$ cat src/rtl/posit_round_pipe.sv
// Packs an unpacked posit (sign, regime k, exponent, significand) into an N-bit posit with RNE/RTZ rounding.
// Latency 3 cycles, 1/cycle; all stages stall together while out_valid & ~out_ready (in_ready low).
module posit_round_pipe #(
  parameter int N  = 8,
  parameter int ES = 2,
  parameter int RS = $clog2(N)
) (
  input  logic                 clk,
  input  logic                 rst_n,
  input  logic                 in_valid,
  output logic                 in_ready,
  input  logic                 in_sign,
  input  logic                 in_zero,
  input  logic                 in_nar,
  input  logic signed [RS:0]   in_k,
  input  logic [ES-1:0]        in_exp,
  input  logic [2*N-1:0]       in_frac,
  input  logic                 in_mode,
  output logic                 out_valid,
  input  logic                 out_ready,
  output logic [N-1:0]         out_posit,
  output logic                 out_inexact
);

  localparam int XW = 3*N + ES;

  typedef struct packed {
    logic            sign;
    logic            zero;
    logic            nar;
    logic            mode;
    logic            maxp;
    logic            minp;
    logic            rpos;
    logic [RS:0]     fill;
    logic [ES-1:0]   exp;
    logic [2*N-2:0]  frac;
  } s1_t;

  typedef struct packed {
    logic            sign;
    logic            zero;
    logic            nar;
    logic            mode;
    logic            maxp;
    logic            minp;
    logic [N-2:0]    kept;
    logic            g;
    logic            s;
  } s2_t;

  logic          s1_vld_q, s1_vld_d, s2_vld_q, s2_vld_d, s3_vld_q, s3_vld_d;
  s1_t           s1_q, s1_d;
  s2_t           s2_q, s2_d;
  logic [N-1:0]  posit_q, posit_d;
  logic          inexact_q, inexact_d;
  logic          advance;
  int            k_i;
  logic [XW-1:0] str_full, str_sh;
  logic [RS:0]   shamt;
  logic [N-1:0]  sum;
  logic [N-2:0]  mag;
  logic          up, rnd_inexact;
  logic          unused_hidden;

  // The hidden bit is implied by the regime terminator, so it never enters the string.
  assign unused_hidden = in_frac[2*N-1];

  assign advance     = ~s3_vld_q | out_ready;
  assign in_ready    = advance;
  assign out_valid   = s3_vld_q;
  assign out_posit   = posit_q;
  assign out_inexact = inexact_q;

  always_comb begin
    k_i      = int'(in_k);
    s1_vld_d = s1_vld_q;
    s1_d     = s1_q;
    if (advance) begin
      s1_vld_d   = in_valid;
      s1_d.sign  = in_sign;
      s1_d.zero  = in_zero;
      s1_d.nar   = in_nar;
      s1_d.mode  = in_mode;
      s1_d.maxp  = (k_i > N-2);
      s1_d.minp  = (k_i < -(N-2));
      s1_d.rpos  = (k_i >= 0);
      s1_d.fill  = (k_i >= 0) ? (RS+1)'(k_i + 1) : (RS+1)'(-k_i);
      s1_d.exp   = in_exp;
      s1_d.frac  = in_frac[2*N-2:0];
    end
  end

  // N copies of the regime fill bit sit on top; shifting left leaves exactly 'fill' of them.
  always_comb begin
    str_full = {{N{s1_q.rpos}}, ~s1_q.rpos, s1_q.exp, s1_q.frac};
    shamt    = (RS+1)'(N) - s1_q.fill;
    str_sh   = str_full << shamt;
    s2_vld_d = s2_vld_q;
    s2_d     = s2_q;
    if (advance) begin
      s2_vld_d  = s1_vld_q;
      s2_d.sign = s1_q.sign;
      s2_d.zero = s1_q.zero;
      s2_d.nar  = s1_q.nar;
      s2_d.mode = s1_q.mode;
      s2_d.maxp = s1_q.maxp;
      s2_d.minp = s1_q.minp;
      s2_d.kept = str_sh[XW-1 -: N-1];
      s2_d.g    = str_sh[XW-N];
      s2_d.s    = |str_sh[XW-N-1:0];
    end
  end

  always_comb begin
    up          = ~s2_q.mode & s2_q.g & (s2_q.s | s2_q.kept[0]);
    sum         = {1'b0, s2_q.kept} + N'(up);
    mag         = sum[N-1] ? '1 : sum[N-2:0];
    rnd_inexact = s2_q.g | s2_q.s;
    if (mag == '0) mag = (N-1)'(1);
    if (s2_q.maxp) begin
      mag         = '1;
      rnd_inexact = 1'b1;
    end else if (s2_q.minp) begin
      mag         = (N-1)'(1);
      rnd_inexact = 1'b1;
    end
    s3_vld_d  = s3_vld_q;
    posit_d   = posit_q;
    inexact_d = inexact_q;
    if (advance) begin
      s3_vld_d  = s2_vld_q;
      posit_d   = s2_q.sign ? (~{1'b0, mag} + N'(1)) : {1'b0, mag};
      inexact_d = rnd_inexact;
      if (s2_q.nar) begin
        posit_d   = {1'b1, {(N-1){1'b0}}};
        inexact_d = 1'b0;
      end else if (s2_q.zero) begin
        posit_d   = '0;
        inexact_d = 1'b0;
      end
    end
  end

  always_ff @(posedge clk or negedge rst_n) begin
    if (!rst_n) begin
      s1_vld_q  <= 1'b0;
      s2_vld_q  <= 1'b0;
      s3_vld_q  <= 1'b0;
      s1_q      <= '0;
      s2_q      <= '0;
      posit_q   <= '0;
      inexact_q <= 1'b0;
    end else begin
      s1_vld_q  <= s1_vld_d;
      s2_vld_q  <= s2_vld_d;
      s3_vld_q  <= s3_vld_d;
      s1_q      <= s1_d;
      s2_q      <= s2_d;
      posit_q   <= posit_d;
      inexact_q <= inexact_d;
    end
  end

endmodule

$ cat config.mk
export PLATFORM = sky130hd
export DESIGN_NAME = posit_round_pipe
export DESIGN_NICKNAME = d
export VERILOG_FILES = /design/src/rtl/posit_round_pipe.sv
export SDC_FILE = /design/constraint.sdc
export NUM_CORES = 1
export LEC_CHECK = 0
export ABC_CLOCK_PERIOD_IN_PS = 3600
export CAP_MARGIN = 20
export CORE_AREA = 2 2 93 77
export DETAILED_ROUTE_END_ITERATION = 10
export DIE_AREA = 0 0 95 79
export MAX_ROUTING_LAYER = met4
export PLACE_DENSITY = 0.84
export SLEW_MARGIN = 20
export SYNTH_ARGS = -nofsm -noshare
export SYNTH_HDL_FRONTEND = slang
export SYNTH_SLANG_ARGS = --single-unit
$ cat constraint.sdc
create_clock -name clk -period 3.6 [get_ports clk]
set_clock_uncertainty 0.1 [all_clocks]
set_input_delay 0.36 -clock clk [delete_from_list [all_inputs] [get_ports clk]]
set_output_delay 0.36 -clock clk [all_outputs]
set_load 0.005 [all_outputs]
==> flow_summary.json, run 1 <==
{
  "status": "completed",
  "synthArstFlopShare": 1.00,
  "worstPathCellList": "nor2_1 > nor3b_1 > ha_1 > ha_1 > nand2_1 > or3_1 > a221oi_2 > nor3_1 > ha_1 > nand2b_1 > o21ai_0 > xnor2_1 > o21ai_0",
  "clk_latency_ps": 310,
  "synth.area.top_cells": "dfrtp_1, nand2_1, mux2i_1",
  "gp_congestion": 0.861,
  "clock_sinks": 55,
  "rr_worst_depth": 13,
  "yosysTopAreaCellShare": 0.397,
  "wl_per_cell_um": 14.5,
  "grt_pass1_vias": 2781,
  "finalNonFillerCells": 509,
  "r2r_start": "s2_q[0]",
  "rsz0062_at_grt": "no",
  "yosysUniqueCellTypes": 60,
  "crit_cells": 13,
  "fill_cells": 560,
  "critPathCaptureType": "flip-flop",
  "rows": 27,
  "tns_ps": 0,
  "grt_first_pass_wirelength_um": 12800,
  "min_period_ps": 3030,
  "yosysWarnings": 0,
  "max_cap_violations": 0,
  "r2r-end": "out_posit[4]",
  "min_path_type": "flip-flop to flip-flop",
  "yosysTopAreaCell": "dfrtp_1",
  "dp_hpwl_um": 5350,
  "grt.overflow.total": 0,
  "drive_above_1_share": 0.0758,
  "critPathKind": "flip-flop to flip-flop",
  "power_mw": 2.81,
  "routed_wl_um": 7400,
  "worst-r2r-setup-slack_ps": 570,
  "die_h_um": 79,
  "io_buffers": 39,
  "fin_ws_ps": 568,
  "drtIter0Drc": 181,
  "slowest_stage": "dfrtp_1",
  "crit_end": "out_posit[4]",
  "relSlewSlack": 0.325,
  "worst_pin_slew_ps": 1010,
  "dp_slack_ps": 623,
  "synth_edf_count": 0,
  "p_leak_nw": 1.74,
  "pwr_density_cell_mw_per_mm2": 717,
  "worst_path_most_repeated_cell": "ha_1",
  "boundaryPins": 41,
  "ys_seq_area_frac": 0.397,
  "yosysMostFrequentCell": "nand2_1",
  "arrival_ps": 3120,
  "initial_core_util": 0.521,
  "h-tree-depth": 2,
  "finalSetupViolCount": 0,
  "firstDrtPassIters": 6,
  "antenna_found_initial": 0,
  "dieWidth_um": 95,
  "vias_per_cell": 5.70,
  "cts_buffers": 5,
  "synthCells": 398,
  "vias": 2899,
  "hold_viol_final": 0,
  "diodes": 0,
  "syn_area_per_cell_um2": 8.71,
  "root_buffer": "clkbuf_8",
  "startpoint_type": "flip-flop",
  "clk_path_buf_depth": 2,
  "vdd_drop_max_v": 0.000286,
  "grt_start_max_net_pins": 58,
  "syn_nets": 435,
  "cp_top_family": "simple AND/OR/NAND/NOR gates",
  "synth-seq-cells": 55,
  "grt.total_usage": 0.217,
  "fin_crit_sh": 0.842,
  "critPathRequiredTime_ps": 3690,
  "core_mm2": 0.00666,
  "cp_slowest_stage_delay_ps": 390,
  "ys_dominant_reg_cell": "dfrtp_1",
  "final-max-slew-violation-count": 0,
  "die_area_mm2": 0.00751,
  "ant_nets": 0,
  "drc_errors": 0,
  "cts_tree": "built",
  "critPathMaxFanout": 6,
  "syn_to_final_growth_pct": 12.9,
  "worst-path-buf-inv": 0,
  "maxClockFrequency_ghz": 0.330,
  "nets": 459,
  "synth_area_mm2": 0.00347,
  "startpoint": "s2_q[0]",
  "synth_common_cells": "nand2_1, dfrtp_1, o21ai_0",
  "clk_pin_slew_ps": 100,
  "dp.cells": 501
}
[layout make-up]
cell class | instances | area, um2 | area share
repair buffers | 44 | 425 | 0.109
clock inverters | 2 | 16.3 | 0.00415
flip-flops and latches | 55 | 1380 | 0.352
well taps | 87 | 109 | 0.0278
clock buffers | 5 | 68.8 | 0.0176
inverters | 13 | 48.8 | 0.0125
multi-input cells | 303 | 1870 | 0.478
[per-layer routing]
metal	global-route usage	vias up	share of wire
met1	0.297	1362	0.47
met3	0.0313	20	0.051
met4	0.0696	0	0.023
met5	-	-	0
li1	-	1407	-
met2	0.338	110	0.46
[placed cells by master, fill, tap and decap left out, drive strengths merged, types with 2 or more instances in the layout]
cell type	instances
a2111oi	3
a211oi	4
a21boi	2
a21o	3
a21oi	21
a31oi	4
buf	5
clkbuf	5
clkdlybuf4s50	38
clkinv	2
dfrtp	55
ha	7
inv	12
mux2	6
mux2i	16
mux4	7
nand2	110
nand2b	4
nand3	3
nand4	3
nor2	25
nor2b	3
nor3	7
nor3b	2
o211ai	2
o21ai	31
o21bai	2
o31ai	3
or2	3
or3	3
xnor2	10
xor2	5
[cells by family after synthesis]
| kind of cell | share of synthesized area |
|---|---|
| xor+xnor | 0.0400 |
| simple gates | 0.209 |
| compound gates | 0.148 |
| mux | 0.118 |
| buf+inv | 0.0638 |
| fa+ha+maj | 0.0253 |
| flops | 0.397 |
[power by group]
part	switching [mW]	leakage, nW	total [mW]	internal (mW)
logic	0.752	1.03	1.43	0.682
clock network	0.204	0.0406	0.340	0.136
registers	0.226	0.671	1.03	0.806
total	1.18	1.74	2.81	1.62
[repair_timing]
| item | in CTS | in global routing |
|---|---|---|
| gates resized for setup | 0 | 0 |
| hold endpoints to repair | 22 | 0 |
| buffers inserted | 0 | 0 |
| hold buffers | 1 | 0 |
[metrics by stage]
step | utilization | instance area [um2] | hold WS [ps]
after floorplan | - | 3470 | -35.6
after global placement | 0.574 | 3820 | 260
after detailed placement | 0.574 | 3820 | 263
after CTS | 0.588 | 3920 | 371
after global routing | 0.588 | 3920 | 409
final | 0.588 | 3920 | 367
[flip-flops by register name, summed over array words and instances (netlist names)]
register and count:
s1_q 28, out_inexact 1, s2_vld_q 1, out_posit 8, s1_vld_q 1, out_valid 1, s2_q 15
[worst min path at each step]
stage	depth (start not counted)	startpoint	end	slack, ps
2_1_floorplan	0	rst_n	out_inexact	-40
3_3_place_gp	1	rst_n	s2_q[4]	260
3_5_place_dp	1	rst_n	s2_q[4]	260
4_1_cts	1	s2_vld_q	out_valid	370
5_1_grt	1	s2_vld_q	out_valid	410
6_report	1	s2_vld_q	out_valid	370
(Power assumes the default switching activity.)
==> run 2, diff against run 1 <==
Settings changed: ABC_CLOCK_PERIOD_IN_PS 3600 to 2800.
Clock period 3.6 ns to 2.8 ns, I/O delays scaled along.
==> run 2 against run 1 <==
Core utilization grew 2.6 points. Cell area grew 4.5%. Die area is the same. Highest routed layer unchanged. Via count shrank 0.45%. Global-route usage grew 0.60 points.
==> flow_summary.json, run 2 (synthesis results as in run 1) <==
{
  "gp_congestion": 0.938,
  "io_buffers": 39,
  "grt_first_pass_wirelength_um": 13000,
  "worst_pin_slew_ps": 645,
  "final_area_mm2": 0.00409,
  "grt_pass1_vias": 2754,
  "initial_core_util": 0.521,
  "grt_start_max_net_pins": 45,
  "die_h_um": 79,
  "final_common_cell": "nand2_1",
  "switching_share": 0.422,
  "syn_to_final_growth_pct": 17.9,
  "rows": 27,
  "drc_errors": 0,
  "root_buffer": "clkbuf_8",
  "h-tree-depth": 2,
  "arrival_ps": 2770,
  "clock_sinks": 55,
  "top_register": "s1_q",
  "clk_path_buf_depth": 2,
  "place_area_mm2": 0.00390,
  "share_comb_of_total_power": 0.523,
  "p_leak_nw": 1.83,
  "antenna_found_initial": 0,
  "firstDrtPassIters": 4,
  "final_cell_mix": "nand2_1, dfrtp_1, clkdlybuf4s50_1, nor2_1, o21ai_0",
  "relSlewSlack": 0.568,
  "grt.total_usage": 0.223,
  "boundaryPins": 41,
  "startpoint_type": "flip-flop",
  "vias": 2886,
  "worst-r2r-setup-slack_ps": 130,
  "p_sw_mw": 1.61,
  "diodes": 0,
  "critPathRequiredTime_ps": 2900,
  "dieWidth_um": 95,
  "cts_buffers": 5,
  "final_util": 0.615,
  "pwr_density_cell_mw_per_mm2": 931,
  "drive_above_1_share": 0.126,
  "cts_tree": "built",
  "busiest_layer": "met2",
  "vdd_drop_max_v": 0.000399,
  "clk_pin_slew_ps": 120,
  "maxClockFrequency_ghz": 0.374,
  "wl_per_cell_um": 14.4,
  "critPathCaptureType": "flip-flop",
  "final-max-slew-violation-count": 0,
  "grt_util_met2": 0.340,
  "dp_hpwl_um": 5400,
  "ant_nets": 0,
  "p_seq_frac": 0.350,
  "largest_reg_flops": 28,
  "grt_use_met3": 0.0323,
  "use_met1": 0.313,
  "core_mm2": 0.00666,
  "dp.cells": 512,
  "min_from": "in_mode",
  "tns_ps": 0,
  "clkPwrFrac": 0.126,
  "r2r-end": "out_posit[6]",
  "hold_viol_final": 0,
  "grt.overflow.total": 0,
  "finalNonFillerCells": 523,
  "fin_crit_sh": 0.954,
  "hold-path-endpoint": "s1_q[24]",
  "status": "completed",
  "drtIter0Drc": 199,
  "rr_worst_depth": 13,
  "min_path_type": "input port to flip-flop",
  "r2r_start": "s2_q[0]",
  "max_cap_violations": 0,
  "vias_per_cell": 5.52,
  "nets": 472,
  "min_period_ps": 2670,
  "die_area_mm2": 0.00751,
  "fin_ws_ps": 128,
  "dp_slack_ps": 39.7,
  "critPathKind": "flip-flop to flip-flop",
  "clk_latency_ps": 320,
  "finalSetupViolCount": 0,
  "p_int_mw": 2.20,
  "critPathMaxFanout": 4,
  "routed_wl_um": 7510,
  "min_path_cells": 3
}
-- run 2: changes by cell type in the layout (fill, tap and decap cells not counted), moves of 2 or more --
cell and delta:
ha_2 +2, o21ai_0 -3, o21ai_1 +3, buf_4 +14, ha_1 -3
-- run 2: worst max path at each step --
stage,slack (ps),endpoint,cells past startpoint,from
final,130,out_posit[6],13,s2_q[0]
after global routing,-30,out_posit[6],13,s2_q[2]
after CTS,6,out_posit[6],13,s2_q[0]
after detailed placement,40,out_posit[6],13,s2_q[0]
after global placement,70,out_posit[4],13,s2_q[0]
after floorplan,50,out_posit[4],14,s2_q[0]
-- run 2: power by group through the flow --
stage	sequential, mW	clock, mW	combinational, mW
after global routing	1.38	0.529	2.21
final	1.33	0.481	1.99
after floorplan	1.21	0	1.54
after CTS	1.32	0.503	1.91
after detailed placement	1.34	0	1.90
after global placement	1.32	0	1.85
-- run 2: critical path: stages (launching register included) --
cell      delay (ps)
dfrtp_1          390
nor2_1            60
nor3b_2          160
ha_2             250
buf_4            130
and3_4           190
mux2i_2          280
a221oi_4         110
nor3_2           150
ha_2             200
nand2b_1          90
o31ai_2          200
xor2_1           160
o21ai_1           80
-- run 2: timing repair --
action	in CTS	in global routing
buffers inserted	0	2
setup endpoints to repair	0	3
hold buffers	0	1
hold endpoints to repair	0	42
resized for setup	0	14
-- run 2: routing by layer --
layer	wire length (um)	up-vias
li1	-	1432
met1	3650	1375
met2	3500	67
met3	237	12
met4	123	0
met5	0	-
-- run 2: area by class of cell --
| class | count | area [um2] |
|---|---|---|
| sequential | 55 | 1380 |
| clock buffer | 5 | 68.8 |
| multi-input combinational | 303 | 1930 |
| clock inverter | 3 | 33.8 |
| tap | 87 | 109 |
| timing repair buffer | 57 | 526 |
| inverter | 13 | 48.8 |
| fill | 541 | 2560 |
-- run 2: through the flow --
stage | hold slack [ps] | total power, mW
floorplan | -116 | 2.75
global placement | 346 | 3.17
detailed placement | 357 | 3.24
CTS | 64.3 | 3.73
global route | 375 | 4.11
finish | 371 | 3.81
==> run 3, diff against run 2 <==
Settings changed: CORE_AREA 2 2 93 77 to 2 2 71 100, DIE_AREA 0 0 95 79 to 0 0 73 102.
==> run 3 against run 2 <==
Critical path depth did not move. Critical endpoint unchanged. Largest cell class unchanged. Setup slack improved by 47 ps. Register-to-register slack improved by 50 ps. Critical path type unchanged.
==> flow_summary.json, run 3 (synthesis results as in run 1) <==
{
  "root_buffer": "clkbuf_8",
  "multiInputGateArea_mm2": 0.00194,
  "antenna_found_initial": 0,
  "wl_per_cell_um": 14.6,
  "die_area_mm2": 0.00745,
  "pwr_density_cell_mw_per_mm2": 929,
  "grt.total_usage": 0.220,
  "status": "completed",
  "clock_sinks": 55,
  "dp_hpwl_um": 5490,
  "fin_ws_ps": 175,
  "grt.overflow.total": 0,
  "dieWidth_um": 73,
  "grt_start_max_net_pins": 43,
  "final_area_mm2": 0.00407,
  "arrival_ps": 2730,
  "rr_worst_depth": 13,
  "worst_path_most_repeated_cell": "ha_2",
  "place_area_mm2": 0.00387,
  "startpoint": "s2_q[2]",
  "top_register": "s1_q",
  "register_area_mm2": 0.00138,
  "vias": 2862,
  "initial_core_util": 0.532,
  "fill_cells": 549,
  "power_mw": 3.78,
  "grt_first_pass_wirelength_um": 12700,
  "clk_latency_ps": 320,
  "relSlewSlack": 0.573,
  "boundaryPins": 41,
  "worstPathCellList": "nor2_1 > nor3b_2 > ha_2 > buf_4 > and3_4 > mux2i_2 > a221oi_4 > nor3_2 > ha_2 > nand2b_4 > o31ai_2 > xor2_1 > o21ai_1",
  "finalSetupViolCount": 0,
  "vdd_drop_max_v": 0.000428,
  "nets": 472,
  "h-tree-depth": 2,
  "gp_congestion": 0.913,
  "worst_pin_slew_ps": 638,
  "fin_crit_sh": 0.938,
  "dp_slack_ps": 12.6,
  "clk_pin_slew_ps": 100,
  "routed_wl_um": 7430,
  "final_common_cell": "nand2_1",
  "max_cap_violations": 0,
  "final_cell_mix": "nand2_1, dfrtp_1, clkdlybuf4s50_1, nor2_1, o21ai_0",
  "r2r_start": "s2_q[2]",
  "critPathCaptureType": "flip-flop",
  "min_period_ps": 2630,
  "critPathMaxFanout": 3,
  "io_buffers": 39,
  "critPathRequiredTime_ps": 2910,
  "hold_viol_final": 0,
  "cp_slowest_stage_delay_ps": 380,
  "firstDrtPassIters": 4,
  "min_path_type": "input port to async pin",
  "final-max-slew-violation-count": 0,
  "final_util": 0.623,
  "finalNonFillerCells": 510,
  "cts_tree": "built",
  "slowest_stage": "dfrtp_1",
  "dp.cells": 497,
  "clk_path_buf_depth": 2,
  "drtIter0Drc": 128,
  "grt_pass1_vias": 2857,
  "largest_reg_flops": 28,
  "vias_per_cell": 5.61,
  "ant_nets": 0,
  "maxClockFrequency_ghz": 0.381,
  "critPathKind": "flip-flop to flip-flop",
  "rows": 35,
  "core_mm2": 0.00653,
  "cts_buffers": 5,
  "p_leak_nw": 1.83,
  "drc_errors": 0,
  "startpoint_type": "flip-flop",
  "drive_above_1_share": 0.128,
  "diodes": 0,
  "die_h_um": 102,
  "syn_to_final_growth_pct": 17.3
}
-- run 3: timing repair --
item,4_1_cts,5_1_grt
endpoints found under the setup margin,0,4
setup buffers,0,4
hold buffers,1,0
gates resized for setup,0,14
hold endpoints to repair,21,0
-- run 3: layout make-up --
class	instances	area share
Inverter	13	0.0120
Multi-Input combinational cell	303	0.476
Timing Repair Buffer	57	0.129
Tap cell	74	0.0228
Clock buffer	5	0.0169
Sequential cell	55	0.338
Clock inverter	3	0.00554
-- run 3: final timing paths --
path | endpoint | slack, ps
worst max-delay path | out_posit[6] | 170
worst min-delay path | s1_q[0] | 350
worst max register to register | out_posit[6] | 170
worst min register to register | s1_q[0] | 380
max in group asynchronous | s2_q[2] | 1440
min in group clk | s1_q[0] | 380
-- run 3: metal layers --
layer / part of all wire / wire (um) / global-route usage / vias to the layer above
met5: 0 / 0 / - / -
met4: 0.030 / 220 / 0.0969 / 0
met3: 0.024 / 178 / 0.0247 / 18
met2: 0.53 / 3970 / 0.380 / 53
met1: 0.41 / 3070 / 0.254 / 1356
li1: - / - / - / 1435
-- run 3: through the flow --
step | hold slack (ps) | setup TNS, ps
after floorplan | -116 | 0
after global placement | 167 | 0
after detailed placement | 173 | 0
after CTS | 372 | 0
after global routing | 396 | -127
final | 355 | 0
-- run 3: power by group --
part,switching [mW],internal [mW]
combinational,1.01,0.987
sequential,0.292,1.04
clock,0.272,0.180
total,1.58,2.20
-- run 3: critical path, delay by kind of cell, from the launching register on --
| kind | cells | cell delay [ps] |
|---|---|---|
| adders and majority gates | 2 | 470 |
| buffers and inverters | 1 | 140 |
| and+or+nand+nor | 5 | 650 |
| DFF | 1 | 380 |
| AOI/OAI and AO/OA | 3 | 370 |
| xor gates and xnor gates | 1 | 170 |
| muxes | 1 | 260 |
